[src/rtl/prescaler_bank.sv]
// Bank of independent programmable prescalers emitting one-cycle enable pulses.
// Define PRESC_CASCADE_EN to let channel ch >= 1 count the pulses of channel ch-1.
module prescaler_bank #(
  parameter int CHANNELS = 4,
  parameter int W        = 16,
  parameter int CW       = (CHANNELS > 1) ? $clog2(CHANNELS) : 1
) (
  input  logic                clk,
  input  logic                rst_n,
  input  logic                cfg_we,
  input  logic [CW-1:0]       cfg_ch,
  input  logic [W-1:0]        cfg_ratio,
  input  logic                cfg_oneshot,
  input  logic                cfg_cascade,
  input  logic [CHANNELS-1:0] start,
  input  logic [CHANNELS-1:0] stop,
  output logic [CHANNELS-1:0] en,
  output logic [CHANNELS-1:0] busy
);

  logic [CHANNELS-1:0] en_vec;
  logic [CHANNELS-1:0] run_vec;

  // Sink for cfg_cascade in builds or bank sizes that never consume it.
  logic unused_cfg_cascade;
  assign unused_cfg_cascade = cfg_cascade;

  genvar gi;
  generate
    for (gi = 0; gi < CHANNELS; gi++) begin : g_ch
      logic [W-1:0] ratio_reg;
      logic [W-1:0] cnt_reg;
      logic [W-1:0] ratio_next;
      logic         oneshot_reg;
      logic         run_reg;
      logic         en_reg;
      logic         wr;
      logic         ev;

      assign wr         = cfg_we && (cfg_ch == CW'(gi));
      // A start in the same cycle as a write must see the freshly written ratio.
      assign ratio_next = wr ? cfg_ratio : ratio_reg;

`ifdef PRESC_CASCADE_EN
      if (gi > 0) begin : g_casc
        logic cascade_reg;
        always_ff @(posedge clk or negedge rst_n) begin
          if (!rst_n)  cascade_reg <= 1'b0;
          else if (wr) cascade_reg <= cfg_cascade;
        end
        assign ev = cascade_reg ? en_vec[gi-1] : 1'b1;
      end else begin : g_nocasc
        assign ev = 1'b1;
      end
`else
      assign ev = 1'b1;
`endif

      always_ff @(posedge clk or negedge rst_n) begin
        if (!rst_n) begin
          ratio_reg   <= '0;
          cnt_reg     <= '0;
          oneshot_reg <= 1'b0;
          run_reg     <= 1'b0;
          en_reg      <= 1'b0;
        end else begin
          en_reg <= 1'b0;
          if (wr) begin
            ratio_reg   <= cfg_ratio;
            oneshot_reg <= cfg_oneshot;
            cnt_reg     <= '0;
            run_reg     <= 1'b0;
          end
          if (stop[gi]) begin
            run_reg <= 1'b0;
          end else if (start[gi]) begin
            run_reg <= (ratio_next != '0);
            cnt_reg <= (ratio_next != '0) ? ratio_next - W'(1) : '0;
          end else if (!wr && run_reg && ev) begin
            if (cnt_reg == '0) begin
              en_reg <= 1'b1;
              if (oneshot_reg) run_reg <= 1'b0;
              else             cnt_reg <= ratio_reg - W'(1);
            end else begin
              cnt_reg <= cnt_reg - W'(1);
            end
          end
        end
      end

      assign en_vec[gi]  = en_reg;
      assign run_vec[gi] = run_reg;
    end
  endgenerate

  assign en   = en_vec;
  assign busy = run_vec;

endmodule
[config.mk]
export PLATFORM = sky130hd
export DESIGN_NAME = prescaler_bank
export DESIGN_NICKNAME = d
export VERILOG_FILES = /design/src/rtl/prescaler_bank.sv
export SDC_FILE = /design/constraint.sdc
export NUM_CORES = 1
export LEC_CHECK = 0
export ABC_AREA = 1
export CORE_UTILIZATION = 55
export DETAILED_ROUTE_END_ITERATION = 10
export DONT_BUFFER_PORTS = 1
export GPL_ROUTABILITY_DRIVEN = 0
export PLACE_DENSITY_LB_ADDON = 0.05
export SLEW_MARGIN = 10
export SYNTH_ARGS = -nofsm -noshare
export SYNTH_HDL_FRONTEND = slang
export SYNTH_SLANG_ARGS = --single-unit
[constraint.sdc]
create_clock -name clk -period 6 [get_ports clk]
set_clock_uncertainty 0.15 [all_clocks]
set_input_delay 0.9 -clock clk [delete_from_list [all_inputs] [get_ports clk]]
set_output_delay 0.9 -clock clk [all_outputs]
set_load 0.02 [all_outputs]
==> results of run 1 <==
==> final cells by class <==
type / instances / area share
Clock buffer: 21 / 0.0347
Clock inverter: 11 / 0.0126
Inverter: 273 / 0.0773
Multi-Input combinational cell: 1653 / 0.581
Sequential cell: 140 / 0.264
Tap cell: 285 / 0.0269
Timing Repair Buffer: 5 / 0.00321
==> kinds of logic (layout without fill, tap and decap cells) <==
family | after synthesis | in the layout | share of synthesized area
AOI/OAI and AO/OA | 268 | 268 | 0.117
xor gates and xnor gates | 79 | 79 | 0.0549
adders and majority gates | 16 | 16 | 0.0159
buffers and inverters | 339 | 310 | 0.112
DFF | 140 | 140 | 0.278
and+or+nand+nor | 1290 | 1290 | 0.422
==> critical path: stages (launching register included) <==
cell     delay (ns)
dfrtp_1        0.42
inv_1          0.11
ha_1           0.16
inv_1          0.08
nor3_1         0.19
nand3_1        0.52
o21ai_1        1.01
a21oi_1        0.17
nand2_1        0.11
nand2_1        0.05
nor2_1         0.12
nor2_1         0.07
==> metal layers <==
layer  wire, um  global-route usage  up-vias
li1           -                   -     6625
met1      17200               0.451     6122
met2      17600               0.537      531
met3       2870              0.0581       57
met4        604              0.0748        0
met5          0                   0        -
==> stage by stage <==
| step | util | power [mW] | worst slack, ns | instance area [sq um] | instances |
|---|---|---|---|---|---|
| after CTS | 0.586 | 3.65 | 2.82 | 13200 | 2386 |
| after global routing | 0.587 | 3.90 | 2.52 | 13300 | 2388 |
| final | 0.587 | 3.66 | 2.72 | 13300 | 2388 |
| after global placement | 0.558 | 2.45 | 2.37 | 12600 | 2354 |
| after floorplan | - | 2.21 | 3.08 | 12600 | 2132 |
| after detailed placement | 0.558 | 2.48 | 2.37 | 12600 | 2354 |
==> power breakdown <==
part / internal [mW] / switching [mW]
clock: 0.717 / 0.452
sequential: 1.09 / 0.169
combinational: 0.418 / 0.813
==> repair_timing <==
action / in CTS / in global routing
hold buffers: 0 / 2
hold endpoints to repair: 0 / 3
gates resized for setup: 0 / 0
==> cell usage in the layout, fill, tap and decap left out, types with 3 or more instances in the layout <==
cell type / instances
a21oi_1: 77
a22oi_1: 4
buf_4: 3
bufinv_16: 4
clkbuf_16: 17
clkinv_2: 3
clkinvlp_4: 3
dfrtp_1: 140
ha_1: 16
inv_1: 263
inv_2: 8
nand2_1: 737
nand2_2: 5
nand3_1: 182
nand3b_1: 7
nand4_1: 34
nor2_1: 284
nor2_2: 10
nor2_4: 4
nor3_1: 17
o211ai_1: 3
o21ai_0: 95
o21ai_1: 50
o21ai_2: 22
o21bai_1: 3
o22ai_1: 10
xnor2_1: 3
xor2_1: 76
==> final timing paths <==
kind                                           from                  end  slack (ns)  depth (start not counted)
worst max-delay path             g_ch[0].cnt_reg[0]   g_ch[0].cnt_reg[8]        2.72                         11
worst min-delay path                          rst_n   g_ch[3].cnt_reg[2]        0.02                          0
worst max register to register   g_ch[0].cnt_reg[0]   g_ch[0].cnt_reg[8]        2.72                         11
worst min register to register  g_ch[3].oneshot_reg  g_ch[3].oneshot_reg        0.36                          2
max in group asynchronous                     rst_n  g_ch[3].cnt_reg[14]        4.97                          1
min in group clk                g_ch[3].oneshot_reg  g_ch[3].oneshot_reg        0.36                          2
==> results_dict.tcl, run 1 <==
set metrics [dict create \
    antenna_cells 0 \
    grt_max_degree 141 \
    post-route-period-util 0.547 \
    drive_gt1_frac 0.0428 \
    synth_edf_count 0 \
    period_minus_slack_ns 3.28 \
    ys_seq_elements 140 \
    path_class "reg -> reg" \
    async_reset_ff_frac 1.00 \
    core_area_sq_um 22600 \
    drtAntennaViolNets 0 \
    leakagePower_nw 6.92 \
    critPathRequiredTime_ns 6.17 \
    crit_arrival_ns 3.46 \
    grt_pass1_wl_um 61300 \
    routed_wl_um 38300 \
    cts_buffer_depth 2 \
    fillCellCount 2346 \
    syn-mean-instance-area_sq_um 5.91 \
    ir_worst_vdd_mv 0.173 \
    wire_per_inst_um 16.0 \
    yosysWarnings 0 \
    die_area_sq_um 23500 \
    slew_violations 0 \
    timing.fmax_mhz 305 \
    ys_seq_area_frac 0.278 \
    viasPerCell 5.58 \
    synth_top_area_frac 0.278 \
    synth_cell_type_count 38 \
    clk_pin_slew_ns 0.07 \
    rows 55 \
    yosys.cell_count.top_type "nand2_1" \
    area.growth.synth_to_final_pct 5.10 \
    via_count 13300 \
    grt_pass1_vias 12000 \
    post_cts_buffers 0 \
    slew_headroom 0.313 \
    start_kind "register" \
    synth.net_count 2179 \
    hold_viol 0 \
    die_h_um 153 \
    cts_buffers 17 \
    grt_overflow 0 \
    netlist_area_sq_um 12600 \
    antenna_found_initial 1 \
    start_util 0.559 \
    synthFlopType "dfrtp_1" \
    worst_pin_slew_ns 1.02 \
    grt_usage 0.328 \
    synthTopCellsByCount "738 x nand2_1, 284 x nor2_1, 263 x inv_1, 182 x nand3_1, 140 x dfrtp_1" \
    fp.dieW_um 153 \
    powerDensity_nw_per_um2 276 \
    drt-pass1-iter-count 6 \
    synth_area_leaders "dfrtp_1 28%, nand2_1 22%, nor2_1 8.5%" \
    ios 39 \
    hold_slack_ns 0.0174 \
    syn_inst 2132 \
    clock_latency_ns 0.43 \
    register_area_sq_um 3500 \
    cts_root_buf "clkbuf_16" \
    io_buffers 0 \
    final.setup.tns_ns 0 \
    htreeDepth 4 \
    status "completed" \
    hold_path_class "in -> async" \
    crit_fanout 14 \
    setup_viol 0 \
    synth_top_area_cell "dfrtp_1" \
    rsz0062_at_grt "false" \
    cts_sinks 140 \
    drt_iter0_markers 1273 \
    nets 2137 \
    cts_tree "done" \
    multi_input_area_sq_um 7700 \
    endpoint_kind "register" \
    maxCapViolCount 0 \
    dp.final_hpwl_um 28000 \
    drc 0 \
]
Note: power is estimated with default switching activity, not from simulation.
==> run 2: changes to the inputs <==
Clock period 6 ns to 3.1 ns, I/O delays scaled along.
==> results_dict.tcl, run 2 (synthesis gave the netlist of run 1 again) <==
set metrics [dict create \
    routed_wl_um 37800 \
    grt_util_met1 0.459 \
    worst_pin_slew_ns 1.08 \
    die_area_sq_um 23500 \
    setup_viol 0 \
    viasPerCell 5.53 \
    crit_end "g_ch[2].cnt_reg[8]" \
    dp.final_hpwl_um 28300 \
    cts_buffer_depth 2 \
    met2_usage 0.509 \
    io_buffers 0 \
    final.setup.tns_ns 0 \
    rows 55 \
    slew_violations 0 \
    status "complete, but fails checks" \
    hold_slack_ns -0.431 \
    start_util 0.559 \
    hold_path_class "in -> async" \
    endpoint_kind "register" \
    htreeDepth 4 \
    powerDensity_nw_per_um2 523 \
    nets 2158 \
    cts_buffers 17 \
    hold_viol 140 \
    maxCapViolCount 0 \
    worstSetupStartpoint "g_ch[2].cnt_reg[12]" \
    final_cell_mix "737 x nand2_1, 284 x nor2_1, 263 x inv_1" \
    fillCellCount 2256 \
    die_h_um 153 \
    top_usage_layer "met2" \
    antenna_cells 0 \
    core_area_sq_um 22600 \
    start_kind "register" \
    leakagePower_nw 7.03 \
    clock_latency_ns 0.44 \
    grt_max_degree 141 \
    area.growth.synth_to_final_pct 6.51 \
    layout_commonest_cell "nand2_1" \
    crit_arrival_ns 2.90 \
    dp_slack_ns 0.431 \
    wire_per_inst_um 15.7 \
    setup_ws_ns 0.368 \
    drt-pass1-iter-count 7 \
    grt_overflow 0 \
    post-route-period-util 0.881 \
    via_count 13300 \
    grt_pass1_vias 12000 \
    period_minus_slack_ns 2.73 \
    placed_cell_area_sq_um 12800 \
    cts_tree "done" \
    drive_gt1_frac 0.0518 \
    drt_iter0_markers 1320 \
    rsz0062_at_grt "false" \
    fin_area_sq_um 13400 \
    clk_pin_slew_ns 0.06 \
    cts_root_buf "clkbuf_16" \
    slew_headroom 0.272 \
    timing.fmax_mhz 366 \
    r2r_end "g_ch[2].cnt_reg[8]" \
    grtUsageMet3 0.0468 \
    ir_worst_vdd_mv 0.315 \
    grt_pass1_wl_um 60200 \
    drtAntennaViolNets 0 \
    violations "negative hold slack" \
    r2r_slack_ns 0.37 \
    grt_usage 0.323 \
    r2r_cells 10 \
    crit_fanout 13 \
    path_class "reg -> reg" \
    critPathRequiredTime_ns 3.27 \
    postCtsHoldBufs 4 \
    fp.dieW_um 153 \
    drc 0 \
    antenna_found_initial 1 \
    ios 39 \
    cts_sinks 140 \
    crit-reg2reg-launch "g_ch[2].cnt_reg[12]" \
]
-- run 2: stage by stage --
stage | total power [mW] | hold slack, ns | utilization | std cells
after floorplan | 4.28 | 0.0194 | - | 2132
after global placement | 4.78 | 0.0233 | 0.566 | 2373
after detailed placement | 4.83 | 0.0238 | 0.566 | 2373
after CTS | 7.01 | -0.438 | 0.595 | 2409
after global routing | 7.49 | -0.442 | 0.595 | 2409
final | 7.02 | -0.431 | 0.595 | 2409
-- run 2: worst max-delay path, cell delays in order (launching register included) --
cell     delay (ns)
dfrtp_1        0.43
nor2_1         0.35
nand2_1        0.12
nor2_1         0.14
nand3_1        0.10
o21ai_1        0.85
a21oi_1        0.13
nand2_1        0.11
o21ai_0        0.08
nand2_1        0.08
nand2_1        0.07
-- run 2: worst min-delay path by stage --
| stage | start | endpoint | slack, ns | cells past startpoint |
|---|---|---|---|---|
| 2_1_floorplan | rst_n | g_ch[0].cnt_reg[0] | 0.02 | 0 |
| 3_3_place_gp | rst_n | g_ch[3].cnt_reg[14] | 0.02 | 0 |
| 3_5_place_dp | rst_n | g_ch[3].cnt_reg[14] | 0.02 | 0 |
| 4_1_cts | rst_n | g_ch[1].cnt_reg[13] | -0.44 | 0 |
| 5_1_grt | rst_n | g_ch[3].en_reg | -0.44 | 0 |
| 6_report | rst_n | g_ch[3].en_reg | -0.43 | 0 |
-- run 2: timing repair --
item	in CTS	in global routing
gates resized for setup	0	0
hold endpoints to repair	149	140
buffers inserted	0	0
-- run 2: layer usage --
layer  vias up  share of wire
met5         -              0
met4         0          0.020
met3        74          0.074
met2       464           0.45
met1      6113           0.45
li1       6682              -
-- run 2: area by class of cell --
class	instances	area, sq um	area share
clock buffers	24	512	0.0381
clock inverters	8	105	0.00783
inverters	273	1020	0.0763
multi-input cells	1653	7700	0.573
flip-flops and latches	140	3500	0.261
well taps	285	357	0.0266
repair buffers	26	230	0.0171
-- run 2: report_power, final --
| group | leakage (nW) | total (mW) | internal (mW) | switching (mW) |
|---|---|---|---|---|
| logic | 5.04 | 2.42 | 0.836 | 1.58 |
| registers | 1.70 | 2.44 | 2.11 | 0.325 |
| clock network | 0.295 | 2.17 | 1.32 | 0.851 |
==> run 3: changes to the inputs <==
Settings changed: CORE_ASPECT_RATIO set to 1.4, CTS_BUF_LIST set to sky130_fd_sc_hd__clkbuf_4, GPL_ROUTABILITY_DRIVEN 0 to not set.
==> results_dict.tcl, run 3 (synthesis gave the netlist of run 1 again) <==
set metrics [dict create \
    timing.fmax_mhz 344 \
    wire_per_inst_um 16.5 \
    final_cell_mix "737 x nand2_1, 284 x nor2_1, 263 x inv_1" \
    setup_viol 0 \
    postCtsHoldBufs 35 \
    slew_violations 0 \
    cts_root_buf "clkbuf_4" \
    clock_latency_ns 0.61 \
    area.growth.synth_to_final_pct 7.88 \
    ios 39 \
    clk_pin_slew_ns 0.14 \
    leakagePower_nw 7.12 \
    antenna_found_initial 2 \
    stdcell_count 2476 \
    drt-pass1-iter-count 7 \
    power_mw 6.37 \
    grt_pass1_vias 12700 \
    grt_max_degree 141 \
    slew_headroom 0.575 \
    hold_slack_ns -0.623 \
    crit_arrival_ns 3.27 \
    maxCapViolCount 0 \
    io_buffers 0 \
    die_h_um 181 \
    cts_buffers 17 \
    grt_usage 0.362 \
    crit_fanout 21 \
    viasPerCell 5.45 \
    die_area_sq_um 23500 \
    worstSetupStartpoint "cfg_ch[0]" \
    drt_iter0_markers 1020 \
    r2r_end "g_ch[1].cnt_reg[0]" \
    cts_sinks 140 \
    htreeDepth 4 \
    cts_buffer_depth 2 \
    path_class "in -> reg" \
    drtAntennaViolNets 0 \
    nets 2207 \
    cts_tree "done" \
    crit-reg2reg-launch "g_ch[1].cnt_reg[0]" \
    placedCellCount 2400 \
    r2r_slack_ns 0.31 \
    core_area_sq_um 22500 \
    routed_wl_um 40900 \
    critPathRequiredTime_ns 3.46 \
    grt_overflow 0 \
    layout_commonest_cell "nand2_1" \
    status "complete, but fails checks" \
    drc 0 \
    ir_worst_vdd_mv 0.241 \
    violations "negative hold slack" \
    fp.dieW_um 130 \
    via_count 13500 \
    start_util 0.560 \
    hold_viol 140 \
    r2r_cells 14 \
    start_kind "input pin" \
    globalplace.congestion 0.989 \
    powerDensity_nw_per_um2 468 \
    rows 65 \
    hold_path_class "in -> async" \
    worst_pin_slew_ns 0.635 \
    post-route-period-util 0.938 \
    drive_gt1_frac 0.0575 \
    grt_pass1_wl_um 65400 \
    dp.final_hpwl_um 29900 \
    endpoint_kind "register" \
    period_minus_slack_ns 2.91 \
]
## run 3: layer usage
metal  vias up  track usage  wire [um]
met2       452        0.610      19700
met3       134       0.0536       2350
met4         0        0.213       2400
met1      6118        0.432      16500
li1       6799            -          -
met5         -            0          0
## run 3: cell type report
class                      instances  area (sq um)
inverter                         273          1020
tap                              301           377
antenna                            2          5.00
fill                            2301          8920
clock inverter                    14           176
sequential                       140          3500
clock buffer                      18           135
timing repair buffer              75           668
multi-input combinational       1653          7710
## run 3: worst max path at each step
stage,endpoint,slack [ns],depth (start not counted)
2_1_floorplan,g_ch[0].cnt_reg[11],0.62,16
3_3_place_gp,g_ch[0].cnt_reg[15],0.46,13
3_5_place_dp,g_ch[1].cnt_reg[12],0.44,11
4_1_cts,g_ch[2].cnt_reg[14],0.06,17
5_1_grt,g_ch[2].cnt_reg[14],-0.005,17
6_report,g_ch[2].cnt_reg[14],0.19,17
## run 3: per-stage QoR
stage                     cell area [sq um]  TNS (ns)   util  setup slack, ns  hold WS (ns)
after detailed placement              12900         0  0.571            0.436        0.0223
after floorplan                       12600         0      -            0.619        0.0194
final                                 13600         0  0.604            0.192        -0.623
after global routing                  13600  -0.00515  0.604         -0.00515        -0.655
after CTS                             13500         0  0.600           0.0573        -0.654
after global placement                12900         0  0.571            0.462        0.0224
## run 3: worst max-delay path, stage by stage
cell,delay (ns)
dlygate4sd3_1,0.58
inv_2,0.08
nand3_4,0.17
buf_12,0.16
buf_4,0.24
nand2_1,0.07
o21ai_0,0.14
nand2_1,0.13
nor2_1,0.13
nand2_1,0.12
nor2_2,0.16
nor2_4,0.06
nand2_1,0.07
nand2_1,0.05
nand2_1,0.05
nand2_1,0.05
dlygate4sd3_1,0.54
## run 3: what timing repair did
| item | 4_1_cts | 5_1_grt |
|---|---|---|
| endpoints found under the hold margin | 243 | 140 |
| buffers inserted | 0 | 7 |
| endpoints found under the setup margin | 0 | 4 |
| gates resized for setup | 0 | 4 |
## run 3: power by group
group | leakage [nW] | switching, mW | internal (mW)
registers | 1.70 | 0.318 | 2.11
logic | 5.27 | 1.66 | 0.892
clock network | 0.158 | 0.758 | 0.635
